## src/rtl/muldiv_pkg.sv

```systemverilog
// Shared encodings for the sequential multiply/divide block and the ALU beside it.
package muldiv_pkg;

    // ALU opcodes; SUB/DEC report carry as "no borrow" (a >= b).
    localparam logic [3:0] ALU_NOT   = 4'd0;
    localparam logic [3:0] ALU_AND   = 4'd1;
    localparam logic [3:0] ALU_OR    = 4'd2;
    localparam logic [3:0] ALU_XOR   = 4'd3;
    localparam logic [3:0] ALU_NAND  = 4'd4;
    localparam logic [3:0] ALU_NOR   = 4'd5;
    localparam logic [3:0] ALU_XNOR  = 4'd6;
    localparam logic [3:0] ALU_SHL   = 4'd7;
    localparam logic [3:0] ALU_SHR   = 4'd8;
    localparam logic [3:0] ALU_ADD   = 4'd9;
    localparam logic [3:0] ALU_SUB   = 4'd10;
    localparam logic [3:0] ALU_INC   = 4'd11;
    localparam logic [3:0] ALU_DEC   = 4'd12;
    localparam logic [3:0] ALU_PASS  = 4'd13;
    localparam logic [3:0] ALU_PASSB = 4'd14;

    localparam int ITER_COUNT = 32;

    typedef enum logic {
        OP_MUL = 1'b0,
        OP_DIV = 1'b1
    } op_t;

    typedef enum logic [1:0] {
        ST_IDLE = 2'd0,
        ST_ITER = 2'd1,
        ST_DONE = 2'd2
    } state_t;

    // A divide by zero skips the iteration loop entirely.
    function automatic logic isDivByZero(input op_t o, input logic [31:0] divisor);
        return (o == OP_DIV) && (divisor == 32'd0);
    endfunction

endpackage

```

## src/rtl/muldiv_seq.sv

```systemverilog
// Sequential 32x32 unsigned multiply / 32/32 unsigned divide using an external ALU.
//
//   state   | meaning
//   --------+------------------------------------------------------------
//   ST_IDLE | waiting for start; results of the last op held on hi/lo
//   ST_ITER | one shift-add (MUL) or restoring-divide (DIV) step per cycle
//   ST_DONE | single cycle with done=1, results valid
import muldiv_pkg::*;

module muldiv_seq (
    input  logic        clk,
    input  logic        rst_n,
    input  logic        start,
    input  logic        op,
    input  logic [31:0] opA,
    input  logic [31:0] opB,
    output logic        busy,
    output logic        done,
    output logic [31:0] hi,
    output logic [31:0] lo,
    output logic        divByZero,
    output logic [31:0] aluA,
    output logic [31:0] aluB,
    output logic [3:0]  aluOpSel,
    input  logic [31:0] aluResult,
    input  logic        aluCarry
);

    state_t      state, stateNext;
    logic [4:0]  iterCnt, iterCntNext;
    op_t         opReg, opNext;
    logic [31:0] mdReg, mdNext;     // multiplicand (MUL) or divisor (DIV)
    logic [31:0] hiReg, hiNext;
    logic [31:0] loReg, loNext;
    logic        dbzReg, dbzNext;
    logic [31:0] divShift;
    logic        divMsb;
    op_t         opIn;

    assign opIn      = op_t'(op);
    assign hi        = hiReg;
    assign lo        = loReg;
    assign divByZero = dbzReg;

    // State and datapath registers; reset clears everything, aborting any op.
    always_ff @(posedge clk or negedge rst_n) begin
        if (!rst_n) begin
            state   <= ST_IDLE;
            iterCnt <= '0;
            opReg   <= OP_MUL;
            mdReg   <= '0;
            hiReg   <= '0;
            loReg   <= '0;
            dbzReg  <= 1'b0;
        end else begin
            state   <= stateNext;
            iterCnt <= iterCntNext;
            opReg   <= opNext;
            mdReg   <= mdNext;
            hiReg   <= hiNext;
            loReg   <= loNext;
            dbzReg  <= dbzNext;
        end
    end

    // Next-state, iteration step and ALU drive.
    always_comb begin
        stateNext   = state;
        iterCntNext = iterCnt;
        opNext      = opReg;
        mdNext      = mdReg;
        hiNext      = hiReg;
        loNext      = loReg;
        dbzNext     = dbzReg;
        aluA        = '0;
        aluB        = '0;
        aluOpSel    = ALU_PASS;
        busy        = (state != ST_IDLE);
        done        = (state == ST_DONE);
        // Partial remainder shifted left by one; its dropped msb forces a subtract.
        divShift    = {hiReg[30:0], loReg[31]};
        divMsb      = hiReg[31];

        case (state)
            ST_IDLE: begin
                if (start) begin
                    opNext      = opIn;
                    iterCntNext = '0;
                    mdNext      = (opIn == OP_DIV) ? opB : opA;
                    if (isDivByZero(opIn, opB)) begin
                        hiNext    = opA;
                        loNext    = '1;
                        dbzNext   = 1'b1;
                        stateNext = ST_DONE;
                    end else begin
                        hiNext    = '0;
                        loNext    = (opIn == OP_DIV) ? opA : opB;
                        dbzNext   = 1'b0;
                        stateNext = ST_ITER;
                    end
                end
            end

            ST_ITER: begin
                iterCntNext = iterCnt + 5'd1;
                if (iterCnt == 5'(ITER_COUNT - 1)) begin
                    stateNext = ST_DONE;
                end
                if (opReg == OP_MUL) begin
                    aluA     = hiReg;
                    aluB     = mdReg;
                    aluOpSel = ALU_ADD;
                    if (loReg[0]) begin
                        {hiNext, loNext} = {aluCarry, aluResult, loReg[31:1]};
                    end else begin
                        {hiNext, loNext} = {1'b0, hiReg, loReg[31:1]};
                    end
                end else begin
                    aluA     = divShift;
                    aluB     = mdReg;
                    aluOpSel = ALU_SUB;
                    if (divMsb || aluCarry) begin
                        hiNext = aluResult;
                        loNext = {loReg[30:0], 1'b1};
                    end else begin
                        hiNext = divShift;
                        loNext = {loReg[30:0], 1'b0};
                    end
                end
            end

            ST_DONE: stateNext = ST_IDLE;

            default: stateNext = ST_IDLE;
        endcase
    end

endmodule
```

## config.mk

```make
export PLATFORM = sky130hd
export DESIGN_NAME = muldiv_seq
export DESIGN_NICKNAME = d
export VERILOG_FILES = /design/src/rtl/muldiv_pkg.sv /design/src/rtl/muldiv_seq.sv
export SDC_FILE = /design/constraint.sdc
export NUM_CORES = 1
export LEC_CHECK = 0
export CAP_MARGIN = 20
export CORE_UTILIZATION = 48
export CTS_BUF_LIST = sky130_fd_sc_hd__clkbuf_4 sky130_fd_sc_hd__clkbuf_8
export DETAILED_ROUTE_END_ITERATION = 16
export PLACE_DENSITY = 0.79
export SETUP_SLACK_MARGIN = 0.2
export SLEW_MARGIN = 20
export SYNTH_ARGS = -nofsm -noshare
export SYNTH_HDL_FRONTEND = slang
export SYNTH_SLANG_ARGS = --single-unit
```

## constraint.sdc

```tcl
create_clock -name clk -period 2.1 [get_ports clk]
set_input_delay 0.21 -clock clk [delete_from_list [all_inputs] [get_ports clk]]
set_output_delay 0.21 -clock clk [all_outputs]
set_load 0.1 [all_outputs]
```

* Word level (Yosys, flattened, before mapping)
Index checks and enable logic that the tools add are counted.
** Cells by class
- Equal/unequal tests :: 5
- Add/sub/neg operators :: 1
- Mux-type cells :: 26
- Reduce and logical (&&, ||, !) cells :: 9
** Operators by type and width (count)
- $mux 32 :: 14
- $pmux 32 s2 :: 2
- $logic_not 32->1 :: 1
- $pmux 5 s2 :: 1
- $mux 2 :: 4
- $reduce_and 2->1 :: 3
- $add 5x1->5 const B :: 1
- $eq 5x5->1 const B :: 1
- $mux 5 :: 1
- $ne 2x2->1 const B :: 2
- $pmux 2 s2 :: 1
- $reduce_bool 2->1 :: 2
- $mux 3 :: 1
- $eq 2x1->1 const B :: 1
- $eq 2x2->1 const B :: 1
- $logic_not 2->1 :: 1
- $mux 1 :: 2
- $logic_and 1x1->1 :: 1
- $logic_or 1x1->1 :: 1
** Word-level totals
- Bits in registers :: 105
- Word-level logic and storage cells :: 48

* Longest topological paths before layout
- Depth after elaboration :: 5
- Mapped depth :: 7
- Gate-level depth less buffers :: 5

* Worst setup path before layout
OpenSTA, ideal clock, no wires.
- Kind :: reg2out
- Start point :: reg hiReg[31] (netlist: hi[31])
- End point :: out aluA[31]
- Data required time :: 1.890 ns
- Slack :: -0.980 ns
- Path buffers :: 1
- Arrival time :: 2.870 ns
- Stages on the path, launching flop included :: 4
- Path through :: dfrtp_1 clkbuf_1 nand2_1 a21oi_1
** Between the ends
- Longest elaborated chain between the ends :: 2
** RTL lines
- start, declared :: line muldiv_seq.sv:33 : logic [31:0] hiReg, hiNext;
- start signal, assigned :: line muldiv_seq.sv:60 : hiReg <= hiNext;
- $mux 32 :: line muldiv_seq.sv:109 : if (opReg == OP_MUL) begin
- $mux 32 :: line muldiv_seq.sv:84 : case (state)
- end, declared :: line muldiv_seq.sv:22 : output logic [31:0] aluA,
Every way passes these cells.

* Final worst setup path
- Start point :: reg opReg
- End point :: out aluA[20]
** Between the ends
- Longest elaborated chain between the ends :: 2
** RTL lines
- start, declared :: line muldiv_seq.sv:31 : op_t opReg, opNext;
- start signal, assigned :: line muldiv_seq.sv:58 : opReg <= opNext;
- $mux 32 :: line muldiv_seq.sv:109
- $mux 32 :: line muldiv_seq.sv:84
Every way passes these cells.

==> out/qor_table.md <==
| Result | Reported |
|---|---|
| Final wirelength | 24.37 mm |
| Combined area of the multi-input logic cells | 4362 um2 |
| EDFF count, synth | 0 |
| Final hold viol count | 0 |
| ANT nets after route | 0 |
| Critical path's slowest cell | sky130_fd_sc_hd__dfrtp_4 |
| Cell variety after synth | 50 |
| TritonCTS buffer count | 9 |
| Share of synthesized flip-flops with an asynchronous set or reset | 100.0% |
| Number of clock sinks | 105 |
| Number of rows in the core area | 44 |
| Via count normalized by instance count | 5.954 |
| Detailed-route wire length per cell | 19.86 um |
| Cell area after synthesis | 7134 um2 |
| Largest area contributor in the netlist | sky130_fd_sc_hd__dfrtp_1 |
| Top cells by count, synth | 105 x sky130_fd_sc_hd__dfrtp_1, 98 x sky130_fd_sc_hd__mux2i_1, 68 x sky130_fd_sc_hd__nor2_1, 65 x sky130_fd_sc_hd__inv_1, 59 x sky130_fd_sc_hd__o211ai_1 |
| Most common cell type on the critical path | sky130_fd_sc_hd__buf_12 |
| Clock Skew | 11.16 ps |
| Data arrival time at the worst-slack endpoint | 1750 ps |
| Overall Global Routing Usage | 30.92% |
| Cell family with the largest share of critical-path delay | flip-flops |
| Fraction of synthesized cell area taken by the top area cell type | 36.83% |
| Post-layout util | 77.59% |
| Outcome | finished clean |
| Slew at the pin closest to its max-slew limit | 522.2 ps |
| Unrepaired setup endpoints after global routing | true |
| Final-report max-slew violation count | 0 |
| Length of routed met2 wiring | 11.60 mm |
| Met3 wirelength from detailed routing | 2.059 mm |
| Area of all placed cells without fillers | 11,280 um2 |
| Biggest cell delay along the critical path | 520 ps |
| Synth Flop Type | sky130_fd_sc_hd__dfrtp_1 |
| Top area cells in the synthesized netlist | sky130_fd_sc_hd__dfrtp_1 37%, sky130_fd_sc_hd__mux2i_1 14%, sky130_fd_sc_hd__o211ai_1 6.2%, sky130_fd_sc_hd__mux2_2 4.7%, sky130_fd_sc_hd__a32oi_1 3.7% |
| Crit path buf inv count | 3 |
| Total setup violations reported at the end of the flow | 0 |
| Post-Place Cell Area | 10,640 um2 |
| Antenna Cells | 0 |
| Number of inserted filler cells in the final layout | 996 |
| CTS HTree Levels | 3 |
| Post-synthesis to final-layout area growth | 58.07% |
| Count of boundary I/O pins | 236 |
| Required time at the endpoint of the critical path | 1890 ps |
| Std-Cell Core Area | 14,530 um2 |
| 1st-iter DRT viols | 485 |
| Net Count, Synth | 921 |
| Detailed-route via count | 7,305 |
| Highest net fanout along the worst path | 5 |
| Startpoint types | flop |
| Max-capacitance violation count | 0 |
| Buffer depth of the longest clock path | 2 |
| Post-synthesis instance total | 818 |
| Worst slew margin relative to its limit | 65.19% |
| Maximum number of pins on one net before global-route repair | 63 |
| Register Area | 2653 um2 |
| Met1 WL | 10.11 mm |
| Initial DRT Pass Iterations | 7 |
| Count of yosys warnings during synthesis | 0 |
| Startpoint-to-endpoint class of the critical path | flop to output pin |
| Number of global-route vias before repair | 6,853 |
| Port-buffer cells | 234 |
| Flip-flop and latch count after synthesis | 105 |
| Class of the worst hold path | input port to flop |
| Cells along the critical path | buf_12 -> clkbuf_16 -> mux2i_2 -> nor2_4 -> buf_12 |
| Fmax | 0.5113 GHz |
| DIE WIDTH | 123.9 um |
| Leftover overflow at the end of global routing | 0 |
| Layout cells sized above 1 | 34.52% |
| Top Metal Used | met4 |
| Routability congestion estimate | 0.9057 |
| Clock transition time at the flip-flop clock pins of the worst setup and hold paths | 100 ps |
| Crit share post-route | 93.12% |
| HPWL reported at the end of detailed placement | 17.01 mm |
| Wire length of the first global-routing pass | 36.15 mm |
| Critical path capture point type | output pin |
| Vertical extent of the die | 123.9 um |
| Register area share after synthesis | 36.83% |
| Shortest clock period the worst path allows after layout | 1956 ps |
| Leading cell type by number of instances after synthesis | sky130_fd_sc_hd__dfrtp_1 |
| TritonCTS clock tree | built |
| Initial cell density of the core | 49.09% |
| Post-synthesis area per instance | 8.722 um2 |
| Buffer type at the clock tree root | sky130_fd_sc_hd__clkbuf_8 |
| # nets final | 1,141 |
| Die footprint | 15,350 um2 |
| Worst-skew pair later-pin latency | 370 ps |
| Antenna violations before repair | 0 |
| Remaining routing DRC violations | 0 |
-- through the flow --
step                      worst slack, ps  hold WS [ps]  setup TNS (ps)  std cells
after floorplan                     98.29        -85.59               0        818
after global placement              62.07         205.2               0       1196
after detailed placement           -36.45         212.3          -73.62       1196
after CTS                           179.8         136.4               0       1222
after global routing                116.3         169.4               0       1227
final                               144.4         153.5               0       1227
-- path summary, 6_finish.rpt --
check / startpoint / cells past startpoint / slack [ps] / to
min in group asynchronous: rst_n / 2 / 340 / mdReg[28]
max in group asynchronous: rst_n / 3 / 1080 / opReg
setup / recovery: opReg / 5 / 140 / aluA[20]
setup reg to reg: state[1] / 6 / 430 / mdReg[31]
hold / removal: op / 3 / 150 / opReg
hold reg to reg: iterCnt[2] / 1 / 510 / iterCnt[2]
-- flip-flops by register name, summed over array words and instances, names as in the netlist --
signal	count
hi	32
lo	32
mdReg	32
iterCnt	5
state	2
divByZero	1
opReg	1
-- worst reg2reg max path, delay by kind of cell (launching register included) --
kind / cells / cell delay [ps]
buffers and inverters: 2 / 520
DFF: 1 / 450
AOI/OAI and AO/OA: 2 / 340
and+or+nand+nor: 2 / 280
-- kinds of logic (layout without fill, tap and decap cells) --
logic type	after synthesis	in the layout	share of synthesized area [%]
AOI/OAI and AO/OA	269	269	24.20
and+or+nand+nor	167	167	11.43
buffers and inverters	145	370	8.523
muxes	128	128	18.48
DFF	105	105	36.83
adders and majority gates	2	2	0.3507
other	1	1	0.05256
xor gates and xnor gates	1	1	0.1228
-- cell type report --
cell class,instances,share of cell area [%]
inverter,67,2.297
multi-input combinational,568,38.68
clock inverter,4,0.4438
sequential,105,23.52
timing repair buffer,287,31.55
clock buffer,12,1.465
tap,184,2.041
-- layer usage --
layer / vias to the layer above / global-route usage (%)
li1: 3420 / -
met1: 3486 / 41.66
met2: 355 / 49.69
met3: 44 / 6.731
met4: 0 / 9.449
met5: - / 0
-- repair_timing --
| item | 4_1_cts | 5_1_grt |
|---|---|---|
| pin swaps | 17 | 12 |
| endpoints found under the hold margin | 35 | 0 |
| setup endpoints to repair | 67 | 57 |
| gates resized for setup | 35 | 9 |
| gates cloned | 4 | 3 |
| buffers inserted | 5 | 2 |
| hold buffers | 1 | 0 |
-- cell usage in the layout, fill, tap and decap left out, types with 32 or more instances in the layout --
cell type,n
sky130_fd_sc_hd__mux2i_1,69
sky130_fd_sc_hd__buf_4,99
sky130_fd_sc_hd__buf_12,79
sky130_fd_sc_hd__inv_1,64
sky130_fd_sc_hd__dfrtp_1,87
sky130_fd_sc_hd__nand2_1,42
sky130_fd_sc_hd__nor2_4,32
sky130_fd_sc_hd__nor2_1,36
sky130_fd_sc_hd__o211ai_1,59
sky130_fd_sc_hd__o21ai_0,41
sky130_fd_sc_hd__a21oi_1,35
sky130_fd_sc_hd__clkdlybuf4s50_1,98
Power is left out: the tool's default activity adds up to more than one toggle a clock period on the data nets, which glitch-free logic cannot reach.
